**config.mk**
```make
export PLATFORM = sky130hd
export DESIGN_NAME = func2_cursor_ctrl
export DESIGN_NICKNAME = d
export VERILOG_FILES = /design/src/rtl/func2_cursor_ctrl.sv
export SDC_FILE = /design/constraint.sdc
export NUM_CORES = 1
export LEC_CHECK = 0
export BUFFER_PORTS_ARGS = -buffer_cell sky130_fd_sc_hd__buf_2
export CORE_MARGIN = 2
export CORE_UTILIZATION = 55
export CTS_BUF_LIST = sky130_fd_sc_hd__clkbuf_4 sky130_fd_sc_hd__clkbuf_8
export CTS_CLUSTER_SIZE = 28
export DETAILED_ROUTE_END_ITERATION = 6
export PLACE_DENSITY = 0.73
export SLEW_MARGIN = 20
export SYNTH_ARGS = -nofsm -noshare
export SYNTH_HDL_FRONTEND = slang
export SYNTH_SLANG_ARGS = --single-unit
```
**constraint.sdc**
```tcl
create_clock -name sysclk -period 6.75 [get_ports sysclk]
set_clock_uncertainty 0.15 [all_clocks]
set_input_delay 0.675 -clock sysclk [delete_from_list [all_inputs] [get_ports sysclk]]
set_output_delay 0.675 -clock sysclk [all_outputs]
set_load 0.02 [all_outputs]
```
**src/rtl/func2_cursor_ctrl.sv**
```systemverilog
// Cursor controller for the function-2 button bus: per-press step, hold-to-repeat, wrap at every edge.
// Move appears two edges after a button input is captured; the position is held whenever FUNC_ID is not active.
module func2_cursor_ctrl #(
  parameter int GRID_W       = 8,
  parameter int GRID_H       = 6,
  parameter int X_BITS       = 3,
  parameter int Y_BITS       = 3,
  parameter int REPEAT_DELAY = 25_000_000,
  parameter int REPEAT_RATE  = 5_000_000,
  parameter int FUNC_ID      = 1
) (
  input  logic              sysclk,
  input  logic              reset,
  input  logic [1:0]        func_index,
  input  logic [3:0]        func2_instruction,
  output logic [X_BITS-1:0] cursor_x,
  output logic [Y_BITS-1:0] cursor_y,
  output logic              move_strobe,
  output logic              active
);

  localparam int CNT_MAX = (REPEAT_DELAY > REPEAT_RATE) ? REPEAT_DELAY : REPEAT_RATE;
  localparam int CNT_W   = (CNT_MAX > 1) ? $clog2(CNT_MAX) : 1;

  localparam logic [CNT_W-1:0]  DELAY_LAST = CNT_W'(REPEAT_DELAY - 1);
  localparam logic [CNT_W-1:0]  RATE_LAST  = CNT_W'(REPEAT_RATE - 1);
  localparam logic [X_BITS-1:0] X_MAX      = X_BITS'(GRID_W - 1);
  localparam logic [Y_BITS-1:0] Y_MAX      = Y_BITS'(GRID_H - 1);
  localparam logic [1:0]        FUNC_SEL   = 2'(FUNC_ID);

  localparam logic [3:0] DIR_E = 4'b1000;
  localparam logic [3:0] DIR_W = 4'b0100;
  localparam logic [3:0] DIR_N = 4'b0010;
  localparam logic [3:0] DIR_S = 4'b0001;

  typedef enum logic [1:0] {
    S_IDLE,
    S_FIRST,
    S_REPEAT
  } state_t;

  logic [1:0]       r_func_s1, r_func_s2;
  logic [3:0]       r_instr_s1, r_instr_s2;
  state_t           r_state;
  logic [3:0]       r_dir_lat;
  logic [CNT_W-1:0] r_cnt;

  logic             w_en;
  logic             w_onehot;
  logic [3:0]       w_dir;
  logic [X_BITS-1:0] w_next_x;
  logic [Y_BITS-1:0] w_next_y;

  assign w_en     = (r_func_s2 == FUNC_SEL);
  // Chords and releases both decode to NONE (all zero).
  assign w_onehot = (r_instr_s2 != 4'd0) && ((r_instr_s2 & (r_instr_s2 - 4'd1)) == 4'd0);
  assign w_dir    = w_onehot ? r_instr_s2 : 4'd0;

  always_comb begin
    w_next_x = cursor_x;
    w_next_y = cursor_y;
    case (w_dir)
      DIR_E:   w_next_x = (cursor_x == X_MAX) ? '0 : cursor_x + X_BITS'(1);
      DIR_W:   w_next_x = (cursor_x == '0) ? X_MAX : cursor_x - X_BITS'(1);
      DIR_N:   w_next_y = (cursor_y == '0) ? Y_MAX : cursor_y - Y_BITS'(1);
      DIR_S:   w_next_y = (cursor_y == Y_MAX) ? '0 : cursor_y + Y_BITS'(1);
      default: ;
    endcase
  end

  always_ff @(posedge sysclk) begin
    if (reset) begin
      r_func_s1   <= '0;
      r_func_s2   <= '0;
      r_instr_s1  <= '0;
      r_instr_s2  <= '0;
      r_state     <= S_IDLE;
      r_dir_lat   <= '0;
      r_cnt       <= '0;
      cursor_x    <= '0;
      cursor_y    <= '0;
      move_strobe <= 1'b0;
      active      <= 1'b0;
    end else begin
      r_func_s1   <= func_index;
      r_func_s2   <= r_func_s1;
      r_instr_s1  <= func2_instruction;
      r_instr_s2  <= r_instr_s1;
      active      <= w_en;
      move_strobe <= 1'b0;
      if (!w_en) begin
        r_state <= S_IDLE;
        r_cnt   <= '0;
      end else begin
        case (r_state)
          S_IDLE: begin
            if (w_dir != 4'd0) begin
              cursor_x    <= w_next_x;
              cursor_y    <= w_next_y;
              move_strobe <= 1'b1;
              r_dir_lat   <= w_dir;
              r_cnt       <= '0;
              r_state     <= S_FIRST;
            end
          end
          S_FIRST: begin
            if (w_dir != r_dir_lat) begin
              r_state <= S_IDLE;
            end else if (r_cnt == DELAY_LAST) begin
              cursor_x    <= w_next_x;
              cursor_y    <= w_next_y;
              move_strobe <= 1'b1;
              r_cnt       <= '0;
              r_state     <= S_REPEAT;
            end else begin
              r_cnt <= r_cnt + CNT_W'(1);
            end
          end
          S_REPEAT: begin
            // A changed direction passes through IDLE so the new one starts with a fresh delay.
            if (w_dir != r_dir_lat) begin
              r_state <= S_IDLE;
            end else if (r_cnt == RATE_LAST) begin
              cursor_x    <= w_next_x;
              cursor_y    <= w_next_y;
              move_strobe <= 1'b1;
              r_cnt       <= '0;
            end else begin
              r_cnt <= r_cnt + CNT_W'(1);
            end
          end
          default: r_state <= S_IDLE;
        endcase
      end
    end
  end

endmodule
```
==> flow_results.org, run 1 <==
** Worst setup path
- Arr. time, crit path :: 2.97 ns
- The critical path goes through ha_1, nand3_2, or3_4, o41ai_4, buf_4, nand3_1, a2111oi_0, a211oi_1.
- In this design, the stage delay of the slowest critical-path cell is 0.48 ns.
- Sum of buffers and inverters on the critical path :: 1
- CP endpoint kind :: register
- Worst Path Class, Setup :: reg2reg
- Slowest cell on crit path :: sky130_fd_sc_hd__a2111oi_0
- The worst setup path is launched from a register.
- Broken down by cell family, the worst path's largest delay share belongs to compound AO/OA/AOI/OAI gates.
- At the worst endpoint, the required time is 6.79 ns.
- Maximum fanout count along the critical path :: 28

** Global route
- In the global route stage, overall resource usage came out at 0.265.
- The first global-routing pass estimated 13,900 µm of wire.
- After global routing the overflow that remains totals 0.
- The number of antenna violations at the first check in global routing came to 0.
- Via count of the first global-routing pass :: 2,886
- Largest net degree at the start of global routing :: 31

** Finish
- Net total in the final layout :: 419
- The top cell types in the final layout, fill and taps aside, are sky130_fd_sc_hd__dfxtp_1, sky130_fd_sc_hd__a21oi_1, sky130_fd_sc_hd__o31ai_1, sky130_fd_sc_hd__nand4_1, sky130_fd_sc_hd__a211oi_1.
- The library cell used most frequently in the layout, excluding fill and tap cells, is sky130_fd_sc_hd__dfxtp_1.
- The number of antenna diodes in the final layout is 0.
- Area grow syn2layout :: 7.53%
- After filler insertion, the fill cell instance count of the layout stands at 517.
- Of the cells placed in the final design, the portion with a size suffix greater than 1 is 0.107.
- Final Instance Area :: 3460 µm²

** Min path
- The worst hold path belongs to the class reg2reg.

** Route
- The first detailed-routing pass took 5 iterations.
- WL per Instance :: 16.8 µm
- Vias per inst :: 6.72
- Vias after detailed routing :: 3,184
- After detailed routing, the number of remaining DRC violations is 0.
- In this run the remaining antenna-violating nets after routing total 0.
- The routed design has 7970 µm of wire.
- After the first detailed-routing iteration, the DRC count stood at 319.

** Die
- # IOs :: 16
- Starting density of the core :: 0.578
- Vert. Die Dim :: 80.5 µm
- Std-Cell Core Area :: 5570 µm²
- Measured along the x axis, the die boundary spans 80.5 µm.
- Cell row count :: 27
- Die footprint :: 6490 µm²

** Synth
- Largest family of logic cells by synthesized area :: simple AND/OR/NAND/NOR gates
- Most used DFF post-synth :: sky130_fd_sc_hd__dfxtp_1
- Of the total synthesized cell area, the portion taken by full adders, half adders and majority gates is 0.0388.
- Net count after synthesis :: 422
- Post-synthesis compound-gate area fraction :: 0.265
- Yosys mapped a number of flops with a built-in enable equal to 0.
- Yosys warns :: 0
- For this run, asynchronously set or reset flops after synthesis account for 0.
- Of the total synthesized cell area, the portion taken by AND, OR, NAND and NOR gates is 0.303.
- Sequential-to-total area share from yosys stat :: 0.317
- Of the post-synthesis cell area, the part taken by muxes is 0.0124.
- A synthesized cell averages 7.97 µm².
- Share of the synthesized netlist area taken by xor and xnor gates :: 0.00816
- Yosys mapped the design onto 56 distinct sky130hd cell types.
- The cell area that synthesis handed to floorplanning was 3220 µm².
- Flip-flop and latch count after synthesis :: 51
- Instance count of the mapped netlist :: 404

** Placement
- Hpwl dp :: 4850 µm
- Area after DPL :: 3320 µm²
- I/O Buffers :: 15
- Routability Congestion :: 0.842

** Timing
- The max-slew violation count was 0.
- For this run, the top clock speed supported by timing is 340 MHz.
- The clock period could shrink to 2.94 ns.
- Final-report hold violation count :: 0
- Final setup fails :: 0
- Share of the clock period used by the worst path after layout :: 0.435
- Headroom to the max-slew limit :: 0.289
- Transition time at the pin with the least slew margin :: 1.06 ns
- Setup repair after global routing missed its margin :: no
- Total negative slack for setup checks :: 0 ns

** Status
- Outcome :: finished clean

** Run
- Max capacitance violation total :: 0

** Clock tree
- Post-cts sizing count :: 0
- Insertion delay of the later-clocked pin in the worst-skew pair :: 0.31 ns
- The tree is rooted in a sky130_fd_sc_hd__clkbuf_8.
- Clock tree from TritonCTS :: done
- Clk pin slew, worst setup/hold paths :: 0.09 ns
- Clock sink total :: 51
- In this run the post-CTS setup repair buffer count came out at 0.
- Hold repair after CTS inserted 0 buffers.
- Htree depth :: 2
- CTS Buf Count :: 5
- The longest clock path from root to sink contains 2 buffers.

** Pwr
- Static Leak :: 1.10 nW
- IR analysis of the VDD net gives a maximum drop of 116 µV.
- P per Cell Area :: 177 nW/µm²
[metrics by stage]
| stage | std cells | worst slack (ns) | hold slack (ns) | util | power, mW |
|---|---|---|---|---|---|
| 2_1_floorplan | 404 | 4.08 | 0.264 | - | 0.350 |
| 3_3_place_gp | 466 | 3.83 | 0.271 | 0.596 | 0.362 |
| 3_5_place_dp | 466 | 3.71 | 0.273 | 0.596 | 0.363 |
| 4_1_cts | 474 | 3.68 | 0.296 | 0.620 | 0.616 |
| 5_1_grt | 474 | 3.60 | 0.316 | 0.622 | 0.638 |
| 6_report | 474 | 3.81 | 0.294 | 0.622 | 0.613 |
[final timing paths]
check,endpoint,from,slack [ns],cells past startpoint
hold / removal,r_instr_s2[2]$_SDFF_PP0_,r_instr_s1[2]$_SDFF_PP0_,0.29,1
setup / recovery,cursor_y[0]$_SDFFE_PP0P_,r_cnt[0]$_SDFFE_PP0P_,3.81,8
hold reg to reg,r_instr_s2[2]$_SDFF_PP0_,r_instr_s1[2]$_SDFF_PP0_,0.29,1
setup reg to reg,cursor_y[0]$_SDFFE_PP0P_,r_cnt[0]$_SDFFE_PP0P_,3.81,8
[synth_stat cells, types with 4 or more instances]
library cell               number  area [µm²]
sky130_fd_sc_hd__and3_1         6        37.5
sky130_fd_sc_hd__nand2_1       18        67.6
sky130_fd_sc_hd__nor4b_1        4        35.0
sky130_fd_sc_hd__nor2b_1       18         113
sky130_fd_sc_hd__or4_1          4        30.0
sky130_fd_sc_hd__nor4_1        11        68.8
sky130_fd_sc_hd__a211oi_1      25         188
sky130_fd_sc_hd__nor2_1        24        90.1
sky130_fd_sc_hd__nand4_1       27         169
sky130_fd_sc_hd__clkbuf_1      26        97.6
sky130_fd_sc_hd__nand3_1        9        45.0
sky130_fd_sc_hd__inv_1         17        63.8
sky130_fd_sc_hd__mux2i_1        4        40.0
sky130_fd_sc_hd__dfxtp_1       51        1020
sky130_fd_sc_hd__o21ai_0       11        55.1
sky130_fd_sc_hd__nor3_1        18        90.1
sky130_fd_sc_hd__ha_1          10         125
sky130_fd_sc_hd__a21oi_1       34         170
sky130_fd_sc_hd__o31ai_1       27         203
[layout make-up]
| cell class | count | area (µm²) | area share |
|---|---|---|---|
| clock buffers | 5 | 68.8 | 0.0199 |
| clock inverters | 3 | 67.6 | 0.0195 |
| inverters | 17 | 63.8 | 0.0184 |
| multi-input cells | 306 | 2040 | 0.589 |
| flip-flops and latches | 51 | 1020 | 0.295 |
| well taps | 72 | 90.1 | 0.0260 |
| repair buffers | 20 | 113 | 0.0325 |
[state kept, by name, summed over array words and instances (netlist names), 2 cells and up]
name and flops:
r_instr_s2 4, cursor_y 3, cursor_x 3, r_state 2, r_instr_s1 4, r_dir_lat 4
r_func_s1 2, r_cnt 25, r_func_s2 2
[layer usage]
layer	up-vias	GRT usage	routed length (µm)
met5	-	0	0
met4	0	0.0881	75
met3	6	0.0371	395
met2	99	0.418	3610
met1	1529	0.372	3900
li1	1550	-	-
[logic make-up (layout without fill, tap and decap cells)]
kind of cell / Yosys count / count (layout)
AO/OA/AOI/OAI: 121 / 121
XOR/XNOR: 3 / 3
adder cells (fa/ha/maj): 10 / 10
buffers and inverters: 47 / 45
flip-flops: 51 / 51
multiplexers: 4 / 4
AND/OR/NAND/NOR: 168 / 168
[report_power, final]
group          switching [mW]  total [mW]  internal, mW
Sequential            0.00445       0.309         0.305
Combinational          0.0340      0.0488        0.0148
Clock                   0.107       0.255         0.148
Power figures use the tool's default switching activity.
==> inputs of run 2 (changes only) <==
PLACE_DENSITY = 0.76   (was 0.73)
clock period = 2.7 ns   (was 6.75 ns; I/O delays follow)
==> flow_results.org, run 2 (synthesized netlist as in run 1, its figures left out) <==
** Status
- Outcome :: finished clean (unchanged)

** Finish
- Top library cells by usage in the layout, fill and taps aside :: sky130_fd_sc_hd__dfxtp_1, sky130_fd_sc_hd__a21oi_1, sky130_fd_sc_hd__buf_4, sky130_fd_sc_hd__o31ai_1, sky130_fd_sc_hd__nand4_1 (was sky130_fd_sc_hd__dfxtp_1, sky130_fd_sc_hd__a21oi_1, sky130_fd_sc_hd__o31ai_1, sky130_fd_sc_hd__nand4_1, sky130_fd_sc_hd__a211oi_1)
- The sequential cell area is 1020 µm² (about the same).
- Total area of multi-input combinational cells :: 2070 µm² (was 2040 µm²)
- The final cell count without fillers is 506 (was 474).
- The number of nets in the final layout was 451 (was 419).
- Area grow syn2layout :: 15.0% (was 7.53%)
- The count of antenna diodes in the layout came to 0 (unchanged).
- Largest Register :: r_cnt (unchanged)
- The layout cell share with drive strength beyond 1 came to 0.184 (was 0.107).
- The flip-flop count of the largest register after layout is 25 (unchanged).
- Filler Cells Inserted :: 486 (was 517)
- Most common library cell in the layout ignoring fill and taps :: sky130_fd_sc_hd__dfxtp_1 (unchanged)

** Global route
- The global-route total usage across every layer was 0.277 (was 0.265).
- The number of antenna violations at the first check in global routing was 0 (unchanged).
- Largest net degree at the start of global routing :: 25 (was 31)
- The global-route wire length before repair was 14,300 µm (was 13,900 µm).
- Via count of the first global-routing pass :: 3,027 (was 2,886)
- GRT Residual Overflow :: 0 (unchanged)

** Pwr
- P per Cell Area :: 381 nW/µm² (was 177 nW/µm²)
- The peak ir drop on the vdd network is 308 µV (was 116 µV).
- The overall power of the completed layout was 1.41 mW (was 613 µW).
- Static Leak :: 1.26 nW (was 1.10 nW)

** Die
- The area of the die came to 6490 µm² (unchanged).
- The number of core rows is 27 (unchanged).
- The height of the die came to 80.5 µm (unchanged).
- The placeable core region came to 5570 µm² (unchanged).
- Die extent in x :: 80.5 µm (unchanged)
- The starting utilization of the core area was 0.578 (unchanged).
- The top-level port count came to 16 (unchanged).

** Clock tree
- Htree depth :: 2 (unchanged)
- CTS Buf Count :: 5 (unchanged)
- The CTS tree is done (unchanged).
- The deepest clock path buffer count is 2 (unchanged).
- The number of sinks driven by the clock tree came to 51 (unchanged).
- The root buffer selected by CTS was sky130_fd_sc_hd__clkbuf_8 (unchanged).
- The clock transition at the registers of the reported paths was 0.10 ns (was 0.09 ns).
- The clock latency of the later-clocked register in the worst-skew pair was 0.33 ns (was 0.31 ns).

** Worst setup path
- Slowest Stage Delay on Critical Path :: 0.58 ns (was 0.48 ns)
- The data required time at the worst endpoint is 2.81 ns (was 6.79 ns).
- Top Family by Delay on Critical Path :: simple AND/OR/NAND/NOR gates (was compound AO/OA/AOI/OAI gates)
- The peak fanout along the critical path was 8 (was 28).
- The timing startpoint of the critical path is r_cnt[7]$_SDFFE_PP0P_ (was r_cnt[0]$_SDFFE_PP0P_).
- Slowest cell on crit path :: sky130_fd_sc_hd__or4b_2 (was sky130_fd_sc_hd__a2111oi_0)
- Levels on crit path :: 7 (was 8)
- The start-to-end type of the worst setup path is reg2reg (unchanged).
- Critical Path, Cell by Cell :: nor4_1, nand3_1, o41ai_4, a21oi_1, buf_4, or4b_2, a21oi_1 (was ha_1, nand3_2, or3_4, o41ai_4, buf_4, nand3_1, a2111oi_0, a211oi_1)
- Sum of buffers and inverters on the critical path :: 1 (unchanged)
- By instance count, the cell type seen most on the critical path is sky130_fd_sc_hd__a21oi_1.
- Register-to-register setup slack :: 0.03 ns (was 3.81 ns)
- Setup crit end :: r_cnt[6]$_SDFFE_PP0P_ (was cursor_y[0]$_SDFFE_PP0P_)
- Crit Reg-Reg Endpoint :: r_cnt[6]$_SDFFE_PP0P_ (was cursor_y[0]$_SDFFE_PP0P_)
- CP endpoint kind :: register (unchanged)
- Startpoint of the worst-slack reg-to-reg timing path :: r_cnt[7]$_SDFFE_PP0P_ (was r_cnt[0]$_SDFFE_PP0P_)
- The startpoint type of the worst setup path is a register (unchanged).
- Arr. time, crit path :: 2.78 ns (was 2.97 ns)
- FF-to-FF path depth :: 7 (was 8)

** Timing
- Headroom to the max-slew limit :: 0.495 (was 0.289)
- Final critical delay including setup and external delays :: 2.67 ns (was 2.94 ns)
- The number of setup violations in the final report was 0 (unchanged).
- Share of the clock period used by the worst path after layout :: 0.988 (was 0.435)
- The slew at the pin closest to its max-slew limit was 0.751 ns (was 1.06 ns).
- The max-slew violation count came to 0 (unchanged).
- The fmax was 375 MHz (was 340 MHz).
- The number of failing hold endpoints at the final stage came to 0 (unchanged).
- Setup repair after global routing missed its margin :: yes (was no)

** Placement
- Hpwl dp :: 5850 µm (was 4850 µm)
- The number of input and output port buffers inserted came to 15 (unchanged).
- Placed cell count :: 494 (was 466)
- Routability Congestion :: 0.888 (was 0.842)

** Run
- The max-capacitance violation count is 0 (unchanged).

** Route
- Number of iterations in the first detailed-routing pass :: 4 (was 5)
- Vias after detailed routing :: 3,361 (was 3,184)
- WL per Instance :: 17.1 µm (was 16.8 µm)
- The ratio of routed vias to standard cells came to 6.64 (was 6.72).
- Post-route DRC violation count :: 0 (unchanged)
- Post-DRT Antenna Nets :: 0 (unchanged)
- The total detailed-routing wirelength came to 8670 µm (was 7970 µm).
- Initial DRC count :: 274 (was 319)

** Min path
- Min-delay worst type :: in2reg (was reg2reg)
- Launch point of the worst hold path :: func_index[1] (was r_instr_s1[2]$_SDFF_PP0_)
## run 2: cell types whose count changed in the layout (fill, tap and decap cells not counted), sizes merged
cell	previous run	this run
buf	20	50
bufinv	2	0
dlygate4sd3	0	2
inv	17	19
clkinv	0	1
clkinvlp	1	0
## run 2: worst min-delay path by stage
| stage | endpoint | slack (ns) | depth (start not counted) |
|---|---|---|---|
| after floorplan | r_instr_s2[3]$_SDFF_PP0_ | 0.19 | 1 |
| after global placement | r_func_s2[1]$_SDFF_PP0_ | 0.27 | 1 |
| after detailed placement | r_func_s2[0]$_SDFF_PP0_ | 0.28 | 1 |
| after CTS | r_instr_s1[0]$_SDFF_PP0_ | 0.003 | 2 |
| after global routing | r_func_s1[0]$_SDFF_PP0_ | 0.005 | 2 |
| final | r_func_s1[1]$_SDFF_PP0_ | 0.005 | 2 |
## run 2: what timing repair did
item                       4_1_cts  5_1_grt
setup buffers                    0        2
hold endpoints to repair         1        1
setup endpoints to repair        0       10
hold buffers                     1        1
resized for setup                0       11
## run 2: per-stage QoR
step            util  cell area, µm²  hold WS, ns  setup WS (ns)  setup TNS, ns
5_1_grt        0.664            3700      0.00508        -0.0637        -0.0640
6_report       0.664            3700      0.00530         0.0324              0
3_5_place_dp   0.633            3530        0.275         0.0148              0
3_3_place_gp   0.633            3530        0.268         0.0431              0
4_1_cts        0.652            3640      0.00327        0.00516              0
2_1_floorplan      -            3220        0.192         0.0334              0
## run 2: cell type report
class | instances | area share
Timing Repair Buffer | 52 | 0.0986
Multi-Input combinational cell | 306 | 0.558
Clock buffer | 5 | 0.0186
Clock inverter | 3 | 0.00709
Sequential cell | 51 | 0.276
Inverter | 17 | 0.0172
Tap cell | 72 | 0.0243
## run 2: where the power goes
group	internal, mW	total (mW)	switching, mW
Clock	0.192	0.493	0.301
Sequential	0.762	0.770	0.00749
Combinational	0.0530	0.148	0.0949
Total	1.01	1.41	0.404
## run 2: layer usage
metal | GRT usage | part of all wire | up-vias
met2 | 0.443 | 0.47 | 131
met5 | 0 | 0 | -
met3 | 0.0438 | 0.068 | 17
met4 | 0.0864 | 0.015 | 0
met1 | 0.382 | 0.45 | 1601
li1 | - | - | 1612
==> inputs of run 3 (changes only) <==
MAX_ROUTING_LAYER = met4   (was default)
PLACE_DENSITY = 0.73   (was 0.76)
clock period = 3.39 ns   (was 2.7 ns; I/O delays follow)
==> flow_results.org, run 3 (synthesized netlist as in run 1, its figures left out) <==
** Status
- Outcome :: finished clean (unchanged)

** Die
- The starting utilization of the core area was 0.578 (unchanged).
- Cell row count :: 27 (unchanged)
- Std-Cell Core Area :: 5570 µm² (unchanged)
- The height of the die is 80.5 µm (unchanged).
- # IOs :: 16 (unchanged)
- Die footprint :: 6490 µm² (unchanged)
- The x dimension of the die came to 80.5 µm (unchanged).

** Timing
- The final critical path time including I/O delays and setup is 3.01 ns (was 2.67 ns).
- Transition time at the pin with the least slew margin :: 0.961 ns (was 0.751 ns)
- Final-report hold violation count :: 0 (unchanged)
- Total negative slack for setup checks :: 0 ns (unchanged)
- Final setup fails :: 0 (unchanged)
- Number of max-slew violations in the final report :: 0 (unchanged)
- The fmax is 332 MHz (was 375 MHz).
- The worst slew slack as a fraction of its limit was 0.359 (was 0.495).
- The share of the cycle needed by the critical path after routing was 0.888 (was 0.988).
- Setup repair after global routing missed its margin :: no (was yes)

** Finish
- The largest register by flop count is r_cnt (unchanged).
- Antenna diode count :: 0 (unchanged)
- The flip-flop count of the largest register after layout is 25 (unchanged).
- The multi-input combinational cell area was 2030 µm² (was 2070 µm²).
- Top library cells by usage in the layout, fill and taps aside: sky130_fd_sc_hd__dfxtp_1, sky130_fd_sc_hd__a21oi_1, sky130_fd_sc_hd__o31ai_1, sky130_fd_sc_hd__nand4_1, sky130_fd_sc_hd__a211oi_1 (was sky130_fd_sc_hd__dfxtp_1, sky130_fd_sc_hd__a21oi_1, sky130_fd_sc_hd__buf_4, sky130_fd_sc_hd__o31ai_1, sky130_fd_sc_hd__nand4_1).
- The number of nets in the final layout was 424 (was 451).
- The layout cell share with drive strength beyond 1 is 0.118 (was 0.184).
- The sequential cell area is 1020 µm² (about the same).
- Most common library cell in the layout ignoring fill and taps :: sky130_fd_sc_hd__dfxtp_1 (unchanged)
- The post-synthesis to final-layout area growth came to 7.18% (was 15.0%).
- Filler Cells Inserted :: 510 (was 486)
- The core occupancy in the finished layout was 0.620 (was 0.664).

** Worst setup path
- CP Launch Point :: r_cnt[0]$_SDFFE_PP0P_ (was r_cnt[7]$_SDFFE_PP0P_)
- The start-to-end type of the worst setup path is reg2reg (unchanged).
- The kind of cell with the highest combined delay on the critical path was simple AND/OR/NAND/NOR gates (unchanged).
- Slowest cell on crit path :: sky130_fd_sc_hd__o41ai_4 (was sky130_fd_sc_hd__or4b_2)
- Arr. time, crit path :: 3.11 ns (was 2.78 ns)
- Startpoint of the worst-slack reg-to-reg timing path :: r_cnt[0]$_SDFFE_PP0P_ (was r_cnt[7]$_SDFFE_PP0P_)
- CP endpoint kind :: register (unchanged)
- Maximum fanout count along the critical path :: 13 (was 8)
- Critical Path, Cell by Cell :: ha_1, nand3_2, or3_4, o41ai_4, nand3_1, or4_1, a21oi_1 (was nor4_1, nand3_1, o41ai_4, a21oi_1, buf_4, or4b_2, a21oi_1)
- The maximum single-stage delay on the critical path is 0.73 ns (was 0.58 ns).
- The count of buffer and inverter cells on the critical path was 0 (was 1).
- Category of the worst setup path launch point :: register (unchanged)
- Worst path required time :: 3.49 ns (was 2.81 ns)

** Pwr
- Static Leak :: 1.12 nW (was 1.26 nW)
- The power density over the cells was 318 nW/µm² (was 381 nW/µm²).
- Maximum resistive drop on vdd :: 204 µV (was 308 µV)

** Global route
- The global-route wire length before repair was 13,500 µm (was 14,300 µm).
- The number of antenna violations at the first check in global routing came to 0 (unchanged).
- The met3 demand-to-capacity share in global routing was 0.0348 (was 0.0438).
- The global-route track usage on met1 was 0.363 (was 0.382).
- The global-route total usage across every layer is 0.264 (was 0.277).
- GRT Residual Overflow :: 0 (unchanged)
- The via count of the first global-routing pass is 2,860 (was 3,027).
- The busiest layer in global routing was met2 (unchanged).
- The maximum number of pins on one net before global-route repair was 29 (was 25).
- The met2 global-route usage was 0.412 (was 0.443).

** Clock tree
- Insertion delay of the later-clocked pin in the worst-skew pair :: 0.31 ns (was 0.33 ns)
- Htree depth :: 2 (unchanged)
- Clock tree from TritonCTS :: done (unchanged)
- The number of buffers added to fix hold violations after cts came to 0 (was 1).
- Post-CTS repair timing setup buffer count :: 0 (unchanged)
- The quantity of gates resized following cts came to 0 (unchanged).
- The number of sinks driven by the clock tree came to 51 (unchanged).
- The root buffer selected by CTS was sky130_fd_sc_hd__clkbuf_8 (unchanged).
- Clk pin slew, worst setup/hold paths :: 0.11 ns (was 0.10 ns)
- The deepest clock path buffer count is 2 (unchanged).
- The number of buffers added by the clock tree synthesis step is 5 (unchanged).

** Route
- Initial DRC count :: 318 (was 274)
- The antenna violation net count after detailed routing was 0 (unchanged).
- The DRC violation count after routing came to 0 (unchanged).
- The via total after detailed routing is 3,197 (was 3,361).
- The mean routed wirelength per cell was 16.8 µm (was 17.1 µm).
- The length of the first detailed-routing pass in iterations came to 5 (was 4).
- Sum of routed wire length over all layers :: 8040 µm (was 8670 µm)
- The ratio of routed vias to standard cells is 6.67 (was 6.64).

** Placement
- Routability Congestion :: 0.873 (was 0.888)
- The number of input and output port buffers inserted is 15 (unchanged).
- The detailed-placement wirelength estimate was 5200 µm (was 5850 µm).

** Run
- The max-capacitance violation count was 0 (unchanged).

** Min path
- Min-delay worst type :: in2reg (unchanged)
- Launch point of the worst hold path :: func_index[1] (unchanged)
-- run 3: metal layers --
layer / routed length [µm] / up-vias
met5: 0 / -
met3: 467 / 6
met4: 42 / 0
met1: 3920 / 1528
met2: 3610 / 103
li1: - / 1560
-- run 3: per-stage QoR --
stage,worst slack [ns],instances,area [µm²],power (mW),hold slack [ns]
final,0.380,479,3450,1.10,0.0772
after global routing,0.169,479,3450,1.14,0.0825
after CTS,0.422,479,3450,1.10,0.0744
after detailed placement,0.452,471,3360,0.727,0.273
after global placement,0.557,471,3360,0.725,0.266
after floorplan,0.723,404,3220,0.698,0.261
-- run 3: cell type report --
| cell class | count | area share |
|---|---|---|
| Multi-Input combinational cell | 306 | 0.589 |
| Sequential cell | 51 | 0.296 |
| Timing Repair Buffer | 25 | 0.0435 |
| Tap cell | 72 | 0.0261 |
| Clock buffer | 5 | 0.0199 |
| Inverter | 17 | 0.0185 |
| Clock inverter | 3 | 0.00761 |
-- run 3: worst register-to-register path, delay by kind of cell (launching register included) --
| kind | cells | cell delay [ns] |
|---|---|---|
| compound gates | 2 | 0.88 |
| fa+ha+maj | 1 | 0.22 |
| flops | 1 | 0.38 |
| simple gates | 4 | 1.32 |
-- run 3: path summary, 6_finish.rpt --
| kind | end | cells after the start | slack [ns] |
|---|---|---|---|
| hold / removal | r_func_s1[1]$_SDFF_PP0_ | 2 | 0.08 |
| setup / recovery | cursor_x[1]$_SDFFE_PP0P_ | 7 | 0.38 |
| hold reg to reg | r_func_s2[1]$_SDFF_PP0_ | 1 | 0.30 |
| setup reg to reg | cursor_x[1]$_SDFFE_PP0P_ | 7 | 0.38 |
-- run 3: report_power, final --
| group | switching, mW | internal, mW | leakage (nW) | total [mW] |
|---|---|---|---|---|
| Clock | 0.230 | 0.153 | 0.0491 | 0.383 |
| Sequential | 0.00930 | 0.607 | 0.413 | 0.616 |
| Combinational | 0.0671 | 0.0319 | 0.656 | 0.0990 |
